## src/rtl/uart_rx_frame.sv

```systemverilog
// UART receiver: start + 7 data bits (LSB first) + optional parity + 1 stop.
// Delivers bytes through a one-entry valid/ready holding register and flags line errors.
module uart_rx_frame #(
    parameter int CLKS_PER_BIT = 16,
    parameter int PARITY_EN    = 1,
    parameter int PARITY_ODD   = 0
) (
    input  logic       clk,
    input  logic       rst,
    input  logic       rx_in,
    output logic [6:0] data_out,
    output logic       data_valid,
    input  logic       data_ready,
    output logic       frame_err,
    output logic       parity_err,
    output logic       overrun,
    output logic       busy
);

    localparam int DATA_W = 7;
    localparam int CNT_W  = $clog2(CLKS_PER_BIT);
    localparam logic [CNT_W-1:0] HALF_LAST = CNT_W'(CLKS_PER_BIT / 2 - 1);
    localparam logic [CNT_W-1:0] BIT_LAST  = CNT_W'(CLKS_PER_BIT - 1);

    typedef enum logic [2:0] {
        IDLE,
        START,
        DATA,
        PARITY,
        STOP,
        WAIT_IDLE
    } state_t;

    function automatic logic par_expected(input logic [DATA_W-1:0] d);
        return (^d) ^ (PARITY_ODD != 0);
    endfunction

    state_t              state, state_nxt;
    logic                rx_sync_p0, rx_s;
    logic [CNT_W-1:0]    cnt, cnt_nxt;
    logic [2:0]          idx, idx_nxt;
    logic [DATA_W-1:0]   sh, sh_nxt;
    logic                par, par_nxt;
    logic [DATA_W-1:0]   data_out_nxt;
    logic                data_valid_nxt;
    logic                frame_err_nxt, parity_err_nxt, overrun_nxt;
    logic                bit_end;

    // Stage p0/p1: two-flop synchronizer, idle-high so reset cannot fake a start
    always_ff @(posedge clk) begin
        if (rst) begin
            rx_sync_p0 <= 1'b1;
            rx_s       <= 1'b1;
        end else begin
            rx_sync_p0 <= rx_in;
            rx_s       <= rx_sync_p0;
        end
    end

    assign bit_end = (cnt == BIT_LAST);
    assign busy    = (state != IDLE);

    always_comb begin
        state_nxt      = state;
        cnt_nxt        = cnt + 1'b1;
        idx_nxt        = idx;
        sh_nxt         = sh;
        par_nxt        = par;
        data_out_nxt   = data_out;
        data_valid_nxt = data_valid;
        frame_err_nxt  = 1'b0;
        parity_err_nxt = 1'b0;
        overrun_nxt    = 1'b0;

        if (data_valid && data_ready) begin
            data_valid_nxt = 1'b0;
        end

        case (state)
            IDLE: begin
                cnt_nxt = '0;
                if (!rx_s) begin
                    state_nxt = START;
                end
            end
            START: begin
                if (cnt == HALF_LAST) begin
                    cnt_nxt = '0;
                    if (!rx_s) begin
                        state_nxt = DATA;
                        idx_nxt   = 3'd0;
                    end else begin
                        state_nxt = IDLE;
                    end
                end
            end
            DATA: begin
                if (bit_end) begin
                    cnt_nxt     = '0;
                    sh_nxt[idx] = rx_s;
                    if (idx == 3'd6) begin
                        state_nxt = (PARITY_EN != 0) ? PARITY : STOP;
                    end else begin
                        idx_nxt = idx + 3'd1;
                    end
                end
            end
            PARITY: begin
                if (bit_end) begin
                    cnt_nxt   = '0;
                    par_nxt   = rx_s;
                    state_nxt = STOP;
                end
            end
            STOP: begin
                if (bit_end) begin
                    cnt_nxt = '0;
                    // Framing error takes precedence over a parity mismatch
                    if (!rx_s) begin
                        frame_err_nxt = 1'b1;
                        state_nxt     = WAIT_IDLE;
                    end else if ((PARITY_EN != 0) && (par != par_expected(sh))) begin
                        parity_err_nxt = 1'b1;
                        state_nxt      = IDLE;
                    end else begin
                        state_nxt = IDLE;
                        if (!data_valid || data_ready) begin
                            data_out_nxt   = sh;
                            data_valid_nxt = 1'b1;
                        end else begin
                            overrun_nxt = 1'b1;
                        end
                    end
                end
            end
            WAIT_IDLE: begin
                cnt_nxt = '0;
                if (rx_s) begin
                    state_nxt = IDLE;
                end
            end
            default: begin
                state_nxt = IDLE;
                cnt_nxt   = '0;
            end
        endcase
    end

    // Stage p2: control and output registers
    always_ff @(posedge clk) begin
        if (rst) begin
            state      <= IDLE;
            cnt        <= '0;
            idx        <= 3'd0;
            data_out   <= '0;
            data_valid <= 1'b0;
            frame_err  <= 1'b0;
            parity_err <= 1'b0;
            overrun    <= 1'b0;
        end else begin
            state      <= state_nxt;
            cnt        <= cnt_nxt;
            idx        <= idx_nxt;
            data_out   <= data_out_nxt;
            data_valid <= data_valid_nxt;
            frame_err  <= frame_err_nxt;
            parity_err <= parity_err_nxt;
            overrun    <= overrun_nxt;
        end
    end

    always_ff @(posedge clk) begin
        sh  <= sh_nxt;
        par <= par_nxt;
    end

endmodule

```

## config.mk

```make
export PLATFORM = sky130hd
export DESIGN_NAME = uart_rx_frame
export DESIGN_NICKNAME = d
export VERILOG_FILES = /design/src/rtl/uart_rx_frame.sv
export SDC_FILE = /design/constraint.sdc
export NUM_CORES = 1
export LEC_CHECK = 0
export ABC_CLOCK_PERIOD_IN_PS = 4500
export CELL_PAD_IN_SITES_DETAIL_PLACEMENT = 2
export CELL_PAD_IN_SITES_GLOBAL_PLACEMENT = 2
export CORE_MARGIN = 3
export CORE_UTILIZATION = 37
export CTS_CLUSTER_SIZE = 16
export DETAILED_ROUTE_END_ITERATION = 10
export HOLD_SLACK_MARGIN = 0.05
export PLACE_DENSITY = 0.8
export SLEW_MARGIN = 20
export SYNTH_ARGS = -nofsm -noshare
export SYNTH_HDL_FRONTEND = slang
export SYNTH_SLANG_ARGS = --single-unit
```

## constraint.sdc

```tcl
create_clock -name clk -period 4.5 [get_ports clk]
set_input_delay 1.125 -clock clk [delete_from_list [all_inputs] [get_ports clk]]
set_output_delay 1.125 -clock clk [all_outputs]
set_load 0.05 [all_outputs]
```

# == Yosys cells after proc, flatten, opt, wreduce, memory -nomap -nowiden ==
# Cells that the tools add are included.
# totals
ff_bits,31
input_bits,4
output_inout_bits,12
# classes
addsub,2
magnitude_cmp,2
eq_ne,18
muxes,30
n_bitwise,4
reduce_logical,17
# op_table
op,count
2-to-1 mux 3 bit,12
!= test 2 bit (second input constant),9
one-hot mux 3 bit (6 select lines),1
2-to-1 mux 1 bit,10
AND reduction 5 bit,2
== test 3 bit (second input constant),3
2-to-1 mux 4 bit,2
one-hot mux 4 bit (2 select lines),1
bitwise mux 7 bit,1
AND reduction 7 bit,1
XOR reduction 7 bit,1
== test 3 x 2 -> 1 bit (second input constant),2
one-hot mux 3 bit (2 select lines),1
OR reduction 3 bit,2
OR reduction 5 bit,1
adder 4 x 1 -> 4 bit (second input constant),1
== test 4 x 3 -> 1 bit (second input constant),1
== test 4 bit (second input constant),1
< comparator 3 x 4 -> 1 bit (second input constant),1
NOT 1 bit,4
AND reduction 2 bit,2
OR reduction 4 bit,1
adder 3 x 1 -> 3 bit (second input constant),1
demux 1 bit (select 3 bit),1
10 further kinds,11

# == Depth between registers and ports, before layout ==
# logic_depth
ltp_word,7
ltp_mapped,7
depth_no_buf,7

# == Worst setup path before layout ==
# No wires, ideal clock.
# synth_path
path_type,register -> output
startpoint,reg state[0]
endpoint,out busy
arrival_ps,982
required_time_ps,3375
path_slack_ps,2393
stages_incl_launch_ff,2
path_buffers,0
path_cell_list,dfxtp_1 or3_2
# synth_via
elab_chain_len,1
# synth_rtl
element,line_no,source
start: declaration,38,"state_t state, state_nxt;"
start signal: assignment,161,state <= state_nxt;
nonzero test 3 bit,61,assign busy = (state != IDLE);
end: declaration,17,output logic busy
# Every way passes these cells.

# == Worst setup path after layout ==
# Same ends and word-level chain as after synthesis.

==> impl_metrics.env <==
export IMPL_status="complete, no violations"
export IMPL_fin_nets=167
export IMPL_cts_root_buf="clkbuf_8"
export IMPL_power_internal_mw=0.420
export IMPL_wl_per_cell_um=18.1
export IMPL_ys_ff_latch=31
export IMPL_synth_top_area_cell="dfxtp_1"
export IMPL_clk_latency_ns=0.28
export IMPL_avgSynthCellArea_um2=9.60
export IMPL_synth_fa_ha_area_share_pct=2.68
export IMPL_grt_use_total_pct=19.2
export IMPL_grt_pass1_vias=1270
export IMPL_switching_power_mw=0.125
export IMPL_grt_max_degree=24
export IMPL_max_cap_violations=0
export IMPL_switching_share_pct=22.9
export IMPL_combPwrFrac_pct=5.5
export IMPL_synth_warnings=0
export IMPL_synthesis_instances=146
export IMPL_crit_path_start_kind="flip-flop"
export IMPL_power_frac_seq_pct=53.8
export IMPL_synth_mux_area_share_pct=0
export IMPL_post_synth_and_or_nand_nor_area_fraction_pct=23.1
export IMPL_hp_class="flip-flop to flip-flop"
export IMPL_clock_skew_ns=0.00520
export IMPL_cts_buffer_depth=2
export IMPL_die_x_um=67.5
export IMPL_fin_util_pct=47.6
export IMPL_fmax_mhz=331
export IMPL_die_area_um2=4560
export IMPL_drt_pass1_iter_count=3
export IMPL_leakagePower_nw=0.531
export IMPL_async_flop_share_pct=0
export IMPL_ios=16
export IMPL_drc_errors=0
export IMPL_ant_nets=0
export IMPL_synth_top_family_by_area="simple AND/OR/NAND/NOR gates"
export IMPL_finalPower_mw=0.545
export IMPL_end_kind="primary output"
export IMPL_cts_hold_fix_buffers=0
export IMPL_slew_violations=0
export IMPL_drive_above_1_share_pct=9.38
export IMPL_grt_pass1_wl_um=6290
export IMPL_crit_fanout=9
export IMPL_grt_overflow=0
export IMPL_yosysUniqueCellTypes=36
export IMPL_via_per_inst=5.47
export IMPL_n_antenna_cell=0
export IMPL_clkPwrFrac_pct=40.7
export IMPL_cp_data_arrival_time_ns=1.90
export IMPL_cts_setup_buffers=0
export IMPL_syn2layout_area_growth_pct=18.8
export IMPL_core_um2=3490
export IMPL_die_y_um=67.5
export IMPL_critPathRequiredTime_ns=3.38
export IMPL_hpwl_um=2730
export IMPL_final_hold_viol_count=0
export IMPL_setup_viol=0
export IMPL_rsz0062_at_grt="false"
export IMPL_irDropWorstVdd_mv=0.172
export IMPL_synth_area_leaders="dfxtp_1 (33%), edfxtp_1 (17%), a21oi_1 (5.0%), xnor2_1 (5.0%), o31ai_1 (3.8%)"
export IMPL_synth_compound_area_share_pct=14.6
export IMPL_yosysSeqAreaShare_pct=50.0
export IMPL_ys_flop_type="dfxtp_1"
export IMPL_finalCritPeriodShare_pct=67.1
export IMPL_path_clk_slew_ns=0.07
export IMPL_cts_tree="yes"
export IMPL_nFillCells=370
export IMPL_htreeDepth=2
export IMPL_place_congestion=0.839
export IMPL_slew_headroom_pct=43.9
export IMPL_synth_edf_count=8
export IMPL_critical_path_class="flip-flop to primary output"
export IMPL_dr_total_vias=1126
export IMPL_p_per_area_nw_per_um2=328
export IMPL_cts_inserted_buffers=5
export IMPL_cts_resized=0
export IMPL_finalCriticalPeriod_ns=3.02
export IMPL_synthXorXnorAreaFrac_pct=6.25
export IMPL_drt_total_wl_um=3730
export IMPL_netlist_area_um2=1400
export IMPL_synth_top_area_share_pct=32.9
export IMPL_final_cell_mix="dfxtp_1 (23), clkdlybuf4s50_1 (15), a21oi_1 (14), nor2_1 (10)"
export IMPL_antenna_found_initial=0
export IMPL_io_buffer_count=15
export IMPL_drt_iter0_markers=25
export IMPL_finalSetupTns_ns=0
export IMPL_initial_utilization_pct=40.1
export IMPL_synth_nets=153
export IMPL_clkSinkCount=31
export IMPL_floorplan_rows=21
export IMPL_final_common_cell="dfxtp_1"
export IMPL_tightest_slew_ns=0.839
-- cell families (layout without fill, tap and decap cells) --
kind of cell | Yosys count | count (layout)
AND/OR/NAND/NOR | 59 | 59
buffers and inverters | 12 | 26
XOR/XNOR | 10 | 10
adder cells (fa/ha/maj) | 3 | 3
AO/OA/AOI/OAI | 31 | 31
flip-flops | 31 | 31
-- cell type report --
| class | count | area [µm²] | area share (%) |
|---|---|---|---|
| flip-flops and latches | 31 | 701 | 42.1 |
| clock inverters | 1 | 5.00 | 0.301 |
| inverters | 4 | 15.0 | 0.902 |
| repair buffers | 15 | 150 | 9.02 |
| multi-input cells | 103 | 653 | 39.2 |
| well taps | 46 | 57.6 | 3.46 |
| clock buffers | 6 | 82.6 | 4.96 |
-- through the flow --
stage / area [µm²] / std cells / hold WS, ns / worst slack, ns
finish: 1660 / 206 / 0.466 / 1.48
global route: 1660 / 206 / 0.478 / 1.40
CTS: 1660 / 206 / 0.456 / 1.47
detailed placement: 1580 / 199 / 0.447 / 1.79
global placement: 1580 / 199 / 0.396 / 1.81
floorplan: 1400 / 146 / 0.389 / 2.39
-- per-layer routing --
metal / share of wire (%) / track usage, %
met4: 1.0 / 6.84
met5: 0 / 0
met1: 41 / 21.0
met2: 55 / 35.0
met3: 2.7 / 5.16
-- cells in the mapped netlist, types with 2 or more instances --
master,n
dfxtp_1,23
a21oi_1,14
nor2_1,10
edfxtp_1,8
nand2_1,8
nor3_1,8
xnor2_1,8
nand4_1,7
o31ai_1,7
nand3_1,5
clkbuf_1,4
inv_1,4
o21ai_0,4
or3_1,4
ha_1,3
nand2b_1,3
and3_1,2
buf_1,2
nor2b_1,2
nor3b_1,2
or2_2,2
xor2_1,2
-- worst max-delay path, stage by stage, from the launching register on --
cell	delay, ns
dfxtp_1	0.38
or3_2	0.52
clkdlybuf4s50_1	0.72
-- worst paths after layout --
| path | start | endpoint | slack, ns | cells past startpoint |
|---|---|---|---|---|
| min | rx_sync_p0 | rx_s | 0.47 | 1 |
| min reg2reg | rx_sync_p0 | rx_s | 0.47 | 1 |
| max reg2reg | rx_s | idx[2] | 2.43 | 5 |
| max | state[0] | busy | 1.48 | 2 |
-- sequential cells by signal, summed over array words and instances, names as in the netlist --
| register | count |
|---|---|
| data_valid | 1 |
| sh | 7 |
| rx_sync_p0 | 1 |
| frame_err | 1 |
| state | 3 |
| overrun | 1 |
| cnt | 4 |
| par | 1 |
| parity_err | 1 |
| rx_s | 1 |
| data_out | 7 |
| idx | 3 |
-- power groups by stage --
stage | Clock [mW] | Combinational [mW] | Sequential, mW
5_1_grt | 0.241 | 0.0329 | 0.294
3_5_place_dp | 0 | 0.0298 | 0.299
4_1_cts | 0.227 | 0.0303 | 0.293
3_3_place_gp | 0 | 0.0285 | 0.298
6_report | 0.222 | 0.0301 | 0.293
2_1_floorplan | 0 | 0.0207 | 0.298
No activity file was read; power rests on OpenSTA's default activity.
